==> src/rtl/tx_fifo_byte_feeder_pkg.sv <==
// Shared constants and FSM encoding for the TX FIFO byte feeder.
package tx_fifo_byte_feeder_pkg;

    localparam int DATA_W_DEF = 128;
    localparam int CNT_W_DEF  = 16;
    localparam int BYTE_W     = 8;

    // IDLE: no word held. SEND: a word is held and bytes are being written.
    typedef enum logic {
        ST_IDLE = 1'b0,
        ST_SEND = 1'b1
    } feeder_state_t;

endpackage

==> src/rtl/tx_fifo_byte_feeder.sv <==
// Width down-converter: accepts wide words over valid/ready and writes them
// into the TX FIFO one byte per cycle, LSB first, stalling on i_full.
//
// Handshake: a word transfers on a rising edge where i_valid and o_ready are
// both high; upstream keeps i_data/i_nbytes stable while i_valid is high and
// o_ready is low. A byte transfers to the FIFO on every edge where o_wr_en is
// high; o_wr_en already accounts for i_full, so the FIFO never sees a write
// while full.
module tx_fifo_byte_feeder
    import tx_fifo_byte_feeder_pkg::*;
#(
    parameter int DATA_W = DATA_W_DEF,
    parameter int NB_W   = $clog2(DATA_W / 8) + 1,
    parameter int CNT_W  = CNT_W_DEF
) (
    input  logic              i_wr_clk,
    input  logic              i_wr_rst,
    input  logic [DATA_W-1:0] i_data,
    input  logic [NB_W-1:0]   i_nbytes,
    input  logic              i_valid,
    output logic              o_ready,
    output logic              o_wr_en,
    output logic [7:0]        o_wr_data,
    input  logic              i_full,
    output logic              o_busy,
    output logic              o_word_done,
    output logic [CNT_W-1:0]  o_byte_cnt
);

    localparam logic [NB_W-1:0] FULL_NB = NB_W'(DATA_W / BYTE_W);

    feeder_state_t     r_state;
    logic [DATA_W-1:0] r_sh;
    logic [NB_W-1:0]   r_rem;
    logic [CNT_W-1:0]  r_byte_cnt;

    logic              w_send;
    logic              w_last;
    logic              w_write;
    logic              w_accept;
    logic [NB_W-1:0]   w_nbytes_eff;

    // Handshake and write-strobe decode; depends combinationally on the
    // registered i_full from the FIFO, so no loop is formed.
    always_comb begin
        w_send       = (r_state == ST_SEND);
        w_last       = (r_rem == NB_W'(1));
        w_write      = w_send & ~i_full & ~i_wr_rst;
        w_accept     = i_valid & ~i_wr_rst & (~w_send | (w_last & ~i_full));
        w_nbytes_eff = (i_nbytes == '0) ? FULL_NB : i_nbytes;
    end

    assign o_wr_en     = w_write;
    assign o_ready     = ~i_wr_rst & (~w_send | (w_last & ~i_full));
    assign o_word_done = w_write & w_last;
    assign o_busy      = w_send & ~i_wr_rst;
    assign o_wr_data   = r_sh[BYTE_W-1:0];
    assign o_byte_cnt  = r_byte_cnt;

    // FSM, shift register, remaining-byte counter and running byte counter.
    // A new accept in the last-byte cycle overrides the shift so the next
    // word starts with no bubble.
    always_ff @(posedge i_wr_clk) begin
        if (i_wr_rst) begin
            r_state    <= ST_IDLE;
            r_sh       <= '0;
            r_rem      <= '0;
            r_byte_cnt <= '0;
        end else begin
            if (w_write) begin
                r_sh       <= r_sh >> BYTE_W;
                r_rem      <= r_rem - NB_W'(1);
                r_byte_cnt <= r_byte_cnt + CNT_W'(1);
                if (w_last) begin
                    r_state <= ST_IDLE;
                end
            end
            if (w_accept) begin
                r_sh    <= i_data;
                r_rem   <= w_nbytes_eff;
                r_state <= ST_SEND;
            end
        end
    end

endmodule

==> config.mk <==
export PLATFORM = sky130hd
export DESIGN_NAME = tx_fifo_byte_feeder
export DESIGN_NICKNAME = d
export VERILOG_FILES = /design/src/rtl/tx_fifo_byte_feeder_pkg.sv /design/src/rtl/tx_fifo_byte_feeder.sv
export SDC_FILE = /design/constraint.sdc
export NUM_CORES = 1
export LEC_CHECK = 0
export ABC_AREA = 1
export CAP_MARGIN = 20
export CORE_ASPECT_RATIO = 1.2
export CORE_MARGIN = 4
export CORE_UTILIZATION = 25
export DETAILED_ROUTE_END_ITERATION = 16
export GPL_TIMING_DRIVEN = 0
export PLACE_DENSITY_LB_ADDON = 0.05
export RECOVER_POWER = 25
export SYNTH_ARGS = -nofsm -noshare
export SYNTH_HDL_FRONTEND = slang
export SYNTH_SLANG_ARGS = --single-unit
==> constraint.sdc <==
create_clock -name i_wr_clk -period 3.5 [get_ports i_wr_clk]
set_input_delay 0.35 -clock i_wr_clk [delete_from_list [all_inputs] [get_ports i_wr_clk]]
set_output_delay 0.35 -clock i_wr_clk [all_outputs]
set_load 0.005 [all_outputs]
# Yosys cells after proc, flatten, opt, wreduce, memory -nomap -nowiden
# Index checks and enable logic that the tools add are counted.
[word_totals]
output_inout_bits = 28
word_cells = 31
regBits = 150
[classes]
reduce_logical = 4
n_mux = 8
n_addsub = 2
eq_ne = 1
bitwise_logic = 12
[op_table]
columns = ["operator", "n"]
rows = [
  ["$mux 128", 2],
  ["$add 16x1->16 const B", 1],
  ["$mux 5", 3],
  ["$and 1x1->1", 8],
  ["$eq 5x1->1 const B", 1],
  ["$logic_not 5->1", 1],
  ["$sub 5x1->5 const B", 1],
  ["$reduce_bool 2->1", 2],
  ["$mux 1", 3],
  ["$not 1->1", 3],
  ["$reduce_and 2->1", 1],
  ["$or 1x1->1", 1],
]

# Depth between registers and ports, before layout
[logic_depth]
depth_word = 6
mapped_depth = 12
depth_no_buf = 11

# Worst setup path before layout
# No wires, ideal clock.
[synth_path]
path_type = "register to register"
startpoint = "register r_rem[1]"
endpoint = "register r_sh[21]"
path_stages_with_launch = 12
setup_ps = 132
required_time_ps = 3368
t_arrival_ps = 1371
period_less_slack_ps = 1503
path_slack_ps = 1997
n_path_buf = 2
path_cell_list = "dfxtp_1 -> inv_1 -> ha_1 -> inv_1 -> nor2_1 -> nand3_2 -> nand2_2 -> buf_2 -> buf_2 -> nand3b_1 -> nand2_1 -> a21oi_1"
[synth_between]
elab_chain_cells = 5
elab_cells_between_ends = 6
cone_classes = "eq/ne: 1; mux: 1; bitwise: 3; reduce/logical: 1"
[synth_lines]
columns = ["element", "line", "source"]
rows = [
  ["start, declared", "tx_fifo_byte_feeder.sv:34", "logic [NB_W-1:0] r_rem;"],
  ["start signal, assigned", "tx_fifo_byte_feeder.sv:72", "r_rem <= r_rem - NB_W'(1);"],
  ["start signal, assigned", "tx_fifo_byte_feeder.sv:80", "r_rem <= w_nbytes_eff;"],
  ["$eq 5x1->1 (*)", "tx_fifo_byte_feeder.sv:47", "w_last = (r_rem == NB_W'(1));"],
  ["$and 1x1->1 (*)", "tx_fifo_byte_feeder.sv:49", "w_accept = i_valid & ~i_wr_rst & (~w_send | (w_last & ~i_full));"],
  ["$or 1x1->1 (*)", "tx_fifo_byte_feeder.sv:49", ""],
  ["$and 1x1->1 (*)", "tx_fifo_byte_feeder.sv:49", ""],
  ["$mux 128 / $reduce_bool 2->1 (equally long branches)", "-", ""],
  ["end signal, assigned", "tx_fifo_byte_feeder.sv:71", "r_sh <= r_sh >> BYTE_W;"],
  ["end signal, assigned", "tx_fifo_byte_feeder.sv:79", "r_sh <= i_data;"],
  ["end, declared", "tx_fifo_byte_feeder.sv:33", "logic [DATA_W-1:0] r_sh;"],
]
# Every way passes the cells marked *; elsewhere a longest branch is shown, timed or not.
# A chain may end at the register's enable or synchronous reset.

# Worst setup path after layout
[layout_path]
startpoint = "input i_wr_rst"
endpoint = "output o_ready"
[layout_between]
elab_chain_cells = 2
[layout_lines]
columns = ["element", "line", "source"]
rows = [
  ["start, declared", "tx_fifo_byte_feeder.sv:17", "input logic i_wr_rst,"],
  ["$not 1->1", "tx_fifo_byte_feeder.sv:54", "assign o_ready = ~i_wr_rst & (~w_send | (w_last & ~i_full));"],
  ["$and 1x1->1", "tx_fifo_byte_feeder.sv:54", ""],
  ["end, declared", "tx_fifo_byte_feeder.sv:21", "output logic o_ready,"],
]
# No other way between the ends.

==> impl_metrics.json <==
{
  "grt_pass1_vias": 8119,
  "multi_input_area_mm2": 0.004199,
  "synthDistinctLibCells": 24,
  "drive_above_1_share_pct": 6.770,
  "grt_pass1_wl_um": 43410,
  "crit_start": "i_wr_rst",
  "grt_util_all_layers_pct": 15.73,
  "ctsResizeCount": 0,
  "n_antenna_cell": 0,
  "gp_congestion": 0.7680,
  "hold_viol_final": 0,
  "status": "complete, no violations",
  "p_seq_share_pct": 42.9,
  "endpoint_kind": "output pin",
  "r2r-end": "r_sh[43]$_SDFFE_PP0P_",
  "fin_crit_sh_pct": 85.69,
  "worstPathArrival_ps": 2650,
  "p_clk_share_pct": 41.3,
  "hp-start": "r_sh[51]$_SDFFE_PP0P_",
  "fp.dieArea_mm2": 0.03420,
  "required_ps": 3150,
  "syn_nets": 1303,
  "drtAntennaViolNets": 0,
  "timing.rr.start": "r_rem[1]$_SDFFE_PP0P_",
  "synth_top_family_by_area": "simple AND/OR/NAND/NOR gates",
  "hp-class": "register to register",
  "p_per_area_mw_per_mm2": 415.0,
  "port_buffers": 164,
  "combPwrFrac_pct": 15.8,
  "endpoint": "o_ready",
  "routedWlPerCell_um": 15.80,
  "overflow": 0,
  "syn_area_mm2": 0.007823,
  "synth_seq_cells": 150,
  "via_count": 8015,
  "cts_setup_buffers": 0,
  "cts_root_buffer": "clkbuf_16",
  "ys.warnings.count": 0,
  "p_int_mw": 3.148,
  "fin_worst_skew_ps": 10.78,
  "vias_per_cell": 4.567,
  "max_freq_mhz": 333.4,
  "p_sw_mw": 1.218,
  "start_kind": "input pin",
  "cts_hold_buf": 0,
  "clkSinkCount": 150,
  "setup_violations": 0,
  "io_pins": 165,
  "irDropWorstVdd_v": 0.0002188,
  "final.setup.tns_ps": 0,
  "die_h_um": 201.8,
  "critPathKind": "input pin to output pin",
  "place_inst": 1723,
  "switching_share_pct": 27.89,
  "stdcell_count": 1755,
  "slew_headroom_pct": 50.25,
  "final_cell_mix": "398 x nand2_1, 153 x nand3_1, 150 x dfxtp_1, 143 x a21oi_1, 139 x clkdlybuf4s50_1",
  "worst_pin_slew_ps": 746.3,
  "die_x_um": 169.5,
  "fin_nets": 1486,
  "power.leakage_nw": 4.250,
  "h-tree-depth": 4,
  "grt_setup_unrepaired": "no",
  "dp_hpwl_um": 20430,
  "cts-buffers-inserted": 17,
  "ys_seq_area_share_pct": 38.39,
  "r2r_setup_slack_ps": 1250,
  "core_area_mm2": 0.03065,
  "area_growth_pct": 34.47,
  "drv_slew": 0,
  "layout_commonest_cell": "nand2_1",
  "seqCellArea_mm2": 0.003003,
  "synth_simple_gate_area_share_pct": 43.12,
  "rows": 70,
  "drt_iter0_drc": 366,
  "synth-compound-area-share_pct": 9.885,
  "syn-mean-instance-area_um2": 6.726,
  "initial_core_util_pct": 25.52,
  "finalCriticalPeriod_ps": 2999,
  "clk_latency_ps": 420,
  "clk_path_buf_depth": 2,
  "drcViolationCount": 0,
  "drt_pass1_iterations": 6,
  "path_max_fanout": 10,
  "clk_pin_slew_ps": 60,
  "max_cap_violations": 0,
  "cts_tree": "done",
  "synthAdderAreaFrac_pct": 0.4798,
  "wl_um": 27730,
  "synth_cells": 1163,
  "reg2reg_depth": 11,
  "grt_max_degree": 17,
  "fillers": 3479,
  "fin_util_pct": 34.31,
  "antenna_found_initial": 0,
  "synth_xor_area_share_pct": 0.2239,
  "synth.area.mux_share_pct": 0
}
[sequential cells by signal, indices dropped and copies added, names as in the netlist]
signal,flops
r_sh,128
o_byte_cnt,16
r_rem,5
r_state,1
[area by class of cell]
| cell class | instances | area share, % |
|---|---|---|
| repair buffers | 164 | 15.61 |
| inverters | 28 | 0.9992 |
| well taps | 396 | 4.710 |
| plain buffers | 109 | 4.841 |
| clock inverters | 12 | 1.130 |
| flip-flops and latches | 150 | 28.55 |
| multi-input cells | 876 | 39.92 |
| clock buffers | 20 | 4.246 |
[per-layer routing]
| layer | part of all wire, % | track usage (%) |
|---|---|---|
| met1 | 48 | 20.91 |
| met2 | 48 | 26.97 |
| met3 | 3.4 | 2.797 |
| met4 | 0.74 | 2.790 |
| met5 | 0 | 0 |
[worst min-delay path by stage]
stage | endpoint | slack, ps | cells after the start
after floorplan | r_sh[120]$_SDFFE_PP0P_ | 460 | 2
after global placement | r_sh[58]$_SDFFE_PP0P_ | 470 | 2
after detailed placement | r_sh[82]$_SDFFE_PP0P_ | 470 | 2
after CTS | r_sh[51]$_SDFFE_PP0P_ | 480 | 2
after global routing | r_sh[22]$_SDFFE_PP0P_ | 500 | 2
final | r_sh[51]$_SDFFE_PP0P_ | 480 | 2
[logic make-up (layout without fill, tap and decap cells)]
kind of cell / after synthesis / count (layout)
and+or+nand+nor: 717 / 717
xor gates and xnor gates: 2 / 2
buffers and inverters: 137 / 333
adders and majority gates: 3 / 3
AOI/OAI and AO/OA: 154 / 154
DFF: 150 / 150
[critical path, stage by stage]
cell,delay (ps)
dlygate4sd3_1,620
clkbuf_1,560
clkbuf_1,520
a21oi_1,110
clkdlybuf4s50_1,470
[power by group through the flow]
stage          Combinational [mW]  Clock [mW]  Sequential (mW)
6_report                    0.691        1.80             1.87
5_1_grt                     0.773        1.94             1.88
4_1_cts                     0.708        1.86             1.87
3_5_place_dp                0.704           0             1.91
3_3_place_gp                0.702           0             1.91
2_1_floorplan               0.395           0             1.89
[synthesized netlist by cell type (all sizes together)]
cell	number	area share, %
nor2	33	1.7
a21oi	143	9.1
or2	1	0.080
o21bai	1	0.096
nand4	4	0.32
nand3	154	9.9
ha	3	0.48
xor2	1	0.11
nand2	400	19
nor3	4	0.26
buf	64	4.4
inv	28	1.3
dfxtp	150	38
clkbuf	45	2.2
xnor2	1	0.11
o21ai	10	0.64
nand3b	121	12
[per-stage QoR]
stage          power [mW]  cell area, um^2  setup slack (ps)  hold WS (ps)
2_1_floorplan       2.288             7823              1997         457.4
3_3_place_gp        2.612             9960             520.6         470.4
3_5_place_dp        2.615             9960             513.2         474.1
4_1_cts             4.441            10530             494.2         484.0
5_1_grt             4.593            10520             321.0         498.9
6_report            4.365            10520             500.7         482.2
Note: power is estimated with default switching activity, not from simulation.
